**config.mk**
```make
export PLATFORM = sky130hd
export DESIGN_NAME = decode_issue_ctrl
export DESIGN_NICKNAME = d
export VERILOG_FILES = /design/src/rtl/decode_issue_ctrl.sv
export SDC_FILE = /design/constraint.sdc
export NUM_CORES = 1
export LEC_CHECK = 0
export CORE_MARGIN = 10
export CORE_UTILIZATION = 50
export DETAILED_ROUTE_END_ITERATION = 10
export HOLD_SLACK_MARGIN = 0.12
export PLACE_DENSITY = 0.78
export SETUP_SLACK_MARGIN = 0.3
export SYNTH_ARGS = -nofsm -noshare
export SYNTH_HDL_FRONTEND = slang
export SYNTH_SLANG_ARGS = --single-unit
export TNS_END_PERCENT = 5
```
**constraint.sdc**
```tcl
create_clock -name clk -period 5.6 [get_ports clk]
set_input_delay 0.84 -clock clk [delete_from_list [all_inputs] [get_ports clk]]
set_output_delay 0.84 -clock clk [all_outputs]
set_load 0.005 [all_outputs]
```
**src/rtl/decode_issue_ctrl.sv**
```systemverilog
// Decode-to-execute issue controller: register scoreboard with RAW/WAW stall,
// single-entry valid/ready output register, writeback clear and flush.
module decode_issue_ctrl #(
    parameter int unsigned REG_W    = 5,
    parameter int unsigned NREGS    = 32,
    parameter int unsigned OP_W     = 6,
    parameter int unsigned PEND_MAX = 3,
    parameter int unsigned CNT_W    = 16
) (
    input  logic             clk,
    input  logic             rst_n,
    input  logic             in_valid,
    output logic             in_ready,
    input  logic [REG_W-1:0] in_readA,
    input  logic [REG_W-1:0] in_readB,
    input  logic             in_immSel,
    input  logic             in_wen,
    input  logic [REG_W-1:0] in_rd,
    input  logic [OP_W-1:0]  in_aluOp,
    output logic             out_valid,
    input  logic             out_ready,
    output logic [REG_W-1:0] out_rd,
    output logic             out_wen,
    output logic [OP_W-1:0]  out_aluOp,
    input  logic             wb_valid,
    input  logic [REG_W-1:0] wb_rd,
    input  logic             flush,
    output logic [NREGS-1:0] busy_vec,
    output logic [CNT_W-1:0] stall_cnt,
    output logic             wb_err
);

    localparam int unsigned PEND_W = $clog2(PEND_MAX + 1);

    typedef enum logic {
        EMPTY = 1'b0,
        FULL  = 1'b1
    } state_t;

    state_t            state_q, state_d;
    logic [PEND_W-1:0] pend_q, pend_d;
    logic [NREGS-1:0]  busy_d;
    logic [NREGS-1:0]  wb_mask;
    logic [NREGS-1:0]  set_mask;
    logic [NREGS-1:0]  beff;
    logic              wb_dec;
    logic              pend_next_full;
    logic              rd_nz;
    logic              hazard;
    logic              accept;
    logic              set_en;

    // Hazard detection against the scoreboard with same-cycle writeback bypass
    always_comb begin
        wb_mask        = wb_valid ? (NREGS'(1) << wb_rd) : '0;
        beff           = busy_vec & ~wb_mask;
        wb_dec         = wb_valid & busy_vec[wb_rd];
        pend_next_full = (pend_q - PEND_W'(wb_dec)) == PEND_W'(PEND_MAX);
        rd_nz          = in_rd != '0;
        hazard         = in_valid & (beff[in_readA]
                                   | (~in_immSel & beff[in_readB])
                                   | (in_wen & rd_nz & (beff[in_rd] | pend_next_full)));
        in_ready       = ~flush & ~hazard & ((state_q == EMPTY) | out_ready);
        accept         = in_valid & in_ready;
        set_en         = accept & in_wen & rd_nz;
        set_mask       = set_en ? (NREGS'(1) << in_rd) : '0;
    end

    // Scoreboard and pending-count next state; a same-register set beats the clear
    always_comb begin
        busy_d = (busy_vec & ~(wb_dec ? wb_mask : '0)) | set_mask;
        pend_d = pend_q + PEND_W'(set_en) - PEND_W'(wb_dec);
        if (flush) begin
            busy_d = '0;
            pend_d = '0;
        end
    end

    // Output-register FSM state
    always_ff @(posedge clk or negedge rst_n) begin
        if (!rst_n) state_q <= EMPTY;
        else        state_q <= state_d;
    end

    always_comb begin
        state_d = state_q;
        case (state_q)
            EMPTY:   if (accept) state_d = FULL;
            FULL:    if (!accept && out_ready) state_d = EMPTY;
            default: state_d = EMPTY;
        endcase
        if (flush) state_d = EMPTY;
    end

    assign out_valid = (state_q == FULL);

    always_ff @(posedge clk or negedge rst_n) begin
        if (!rst_n) begin
            busy_vec  <= '0;
            pend_q    <= '0;
            out_rd    <= '0;
            out_wen   <= 1'b0;
            out_aluOp <= '0;
            stall_cnt <= '0;
            wb_err    <= 1'b0;
        end else begin
            busy_vec <= busy_d;
            pend_q   <= pend_d;
            if (accept) begin
                out_rd    <= in_rd;
                out_wen   <= in_wen & rd_nz;
                out_aluOp <= in_aluOp;
            end
            if (hazard && !flush && (stall_cnt != '1)) stall_cnt <= stall_cnt + CNT_W'(1);
            if (wb_valid && !busy_vec[wb_rd]) wb_err <= 1'b1;
        end
    end

endmodule
```
==> run metrics, run 1 <==
status=finished clean; EDFF count, synth=0; clock share of power=31.8%; global-route wire length before repair=26,880 um; Synth top cells by count=64 x dfrtp_1, 33 x nand3_1, 33 x o21ai_0; Max VDD drop=160.6 uV; Clk pin slew, worst setup/hold paths=70 ps; Syn-to-layout area delta=28.90%; sequential area share after synthesis=34.67%; crit path max fanout=18; Reg2Reg Launch Point=busy_vec[23]$_DFF_PN0_; total power=1235 uW; final-report setup violation count=0; Hold Startpoint=wb_err$_DFFE_PN0P_; Hold Fails Final Rpt=0; Synth Cell Area=0.004619 mm^2; Max-Cap Viols=0; antenna violations before repair=0; Worst R2R End=pend_q[1]$_DFF_PN0_; Initial DRC Count=536; Nets=627; Cell variety after synth=67; Data arrival, critical path=4260 ps; #FFs+latches synth=64; hold depth=1; die height=116.1 um; Max Slew Vio Count=0; Yosys warnings=0; CTS Buffer Depth=2; vias in the first global route=4,831; NetSw=367.7 uW; Post-Synth Adder-Cell Area=1.083%; layout cell share with drive strength beyond 1=14.98%; largest net degree at the start of global routing=65; Hold Path Class=register to register; met1 Use GR=31.70%; Vias=4,792; Post-Route WL=16,920 um; multiplexer share of the synthesized area=13.81%; core box area=0.009109 mm^2; final worst slack=500.1 ps; Rows=35; final period utilization=91.07%; Via density=6.797; compound-gate portion of the synthesized area=20.50%; area leader, netlist=dfrtp_1; number of clock sinks=64; Cell Pwr Density=207.4 mW/mm^2; CTS Hold Bufs=0; sequential share of power=43.3%; # DRC=0; most numerous cell in the Yosys netlist=dfrtp_1; max frequency=0.1961 GHz; routed len/inst=24.00 um; Critical Path RT=4760 ps; RSZ-0062 raised after global routing=false; ANT nets after route=0; First-pass DRT Iterations=5; hold endpoint=wb_err$_DFFE_PN0P_; simple-gate share of the synthesized area=21.59%; synth top area cells=dfrtp_1 35%, mux4_2 6.3%, nand3_1 3.6%, o211ai_1 3.6%, o21ai_0 3.6%; Top FF cell, synth=dfrtp_1; gr ovfl total=0; flop2flop setup slack=1250 ps; Final Skew=7.789 ps; ant diodes=0; crit path from=wb_rd[1]; Worst Tran Pin Value=827.4 ps; port bufs=96; Gate power share=24.9%; CP endpoint kind=output port; Int Power=867.4 uW; XOR/XNOR share of the synthesized area=3.223%; H-Tree Depth=3; met2 Resource Use GR=38.53%; Leakage=0.002327 uW; Net Sw Frac=29.77%; Syn Area/Cell=9.313 um^2; layer with the highest usage=met2; largest family of logic cells by synthesized area=simple AND/OR/NAND/NOR gates; Die Area=0.01348 mm^2; slew margin rel.=44.84%; Die X=116.1 um; I/O pin count=97; met3 GRT Util=9.810%; Syn Inst Count=496; Starting Density=50.71%; Total GRT Usage=25.43%; CTS buffer count=9; CTS tree=yes; pre-CTS WS=-141.1 ps; syn_nets=534; DP Wirelength=12,270 um; R2R depth=19; share of flip-flops with an asynchronous set or reset=100.0%; Tmin final=5100 ps; Clock Latency Late Sink=350 ps; root buffer cell=clkbuf_8; Crit Path Category=primary input to output port; top-area cell type share of the netlist area=34.67%; crit start category=primary input; routability congestion estimate=1.040
==> cells in the final DEF, fill, tap and decap left out, types with 14 or more instances in the layout <==
cell type / Yosys / routed
dfrtp_1: 64 / 64
clkdlybuf4s50_1: 0 / 93
o211ai_1: 22 / 22
buf_4: 3 / 26
mux2i_1: 15 / 14
xor2_1: 16 / 16
nor2_1: 29 / 29
nand3_1: 33 / 33
nand2_1: 26 / 26
a21oi_1: 29 / 29
o21ai_0: 33 / 33
==> layout make-up <==
class / count / area, um^2
Timing Repair Buffer: 124 / 1194
Clock buffer: 10 / 127.6
Tap cell: 111 / 138.9
Sequential cell: 64 / 1602
Clock inverter: 6 / 60.06
Multi-Input combinational cell: 378 / 2788
Fill cell: 776 / 3154
Inverter: 12 / 45.04
==> cell families (layout without fill, tap and decap cells) <==
kind of cell / count (synthesis) / count (layout)
simple gates: 175 / 175
compound gates: 139 / 139
flops: 64 / 64
buf+inv: 54 / 152
mux: 43 / 43
xor+xnor: 17 / 17
fa+ha+maj: 4 / 4
==> how the worst max path moves through the flow <==
stage / to / slack, ps / cells after the start
finish: in_ready / 500 / 17
detailed placement: in_ready / -140 / 17
floorplan: pend_q[0]$_DFF_PN0_ / 510 / 20
global placement: in_ready / -1 / 17
CTS: in_ready / 330 / 17
global route: in_ready / 330 / 17
==> stage by stage <==
step | hold slack (ps) | utilization, % | cells | setup TNS [ps] | area (um^2)
2_1_floorplan | 451.0 | - | 496 | 0 | 4621
4_1_cts | 463.3 | 65.07 | 704 | 0 | 5927
5_1_grt | 480.6 | 65.37 | 705 | 0 | 5954
3_3_place_gp | 443.4 | 62.83 | 686 | -1.114 | 5723
3_5_place_dp | 450.2 | 62.83 | 686 | -141.1 | 5723
6_report | 458.0 | 65.37 | 705 | 0 | 5954
==> power groups by stage <==
stage               registers [uW]  clock network, uW  logic [uW]
floorplan                      542                  0         141
global placement               541                  0         299
detailed placement             542                  0         304
CTS                            534                402         307
global route                   540                420         334
finish                         535                392         308
==> state kept, by name, indices dropped and copies added (netlist names) <==
name / count
busy_vec: 32
out_aluOp: 6
out_rd: 5
out_valid: 1
out_wen: 1
pend_q: 2
stall_cnt: 16
wb_err: 1
==> layer usage <==
layer,vias to the layer above,wire (um)
met5,-,0
met4,0,694
met3,63,2448
met2,358,7365
met1,2290,6409
li1,2081,-
==> worst max-delay path: stages <==
cell and delay, ps:
clkdlybuf4s50_1 460, buf_4 220, mux4_2 320, mux4_2 500
mux2i_2 210, nor2b_2 100, ha_1 200, xor2_1 150
o2111ai_1 120, o311ai_1 130, a31oi_1 150, o2111a_1 250
nand4_4 130, nor2_4 130, nor2b_1 50, nor3_1 140
buf_2 160
==> what timing repair did <==
action / CTS / global route
setup buffers: 2 / 0
gates cloned: 0 / 1
gates resized for setup: 7 / 2
hold endpoints to repair: 0 / 0
endpoints found under the setup margin: 1 / 3
Note: power is estimated with default switching activity, not from simulation.
==> run 2: changes to the inputs <==
CTS_CLUSTER_SIZE = 30   (was not set)
==> results of run 2 <==
Final layout, timing and power as in run 1 (identical DEF).
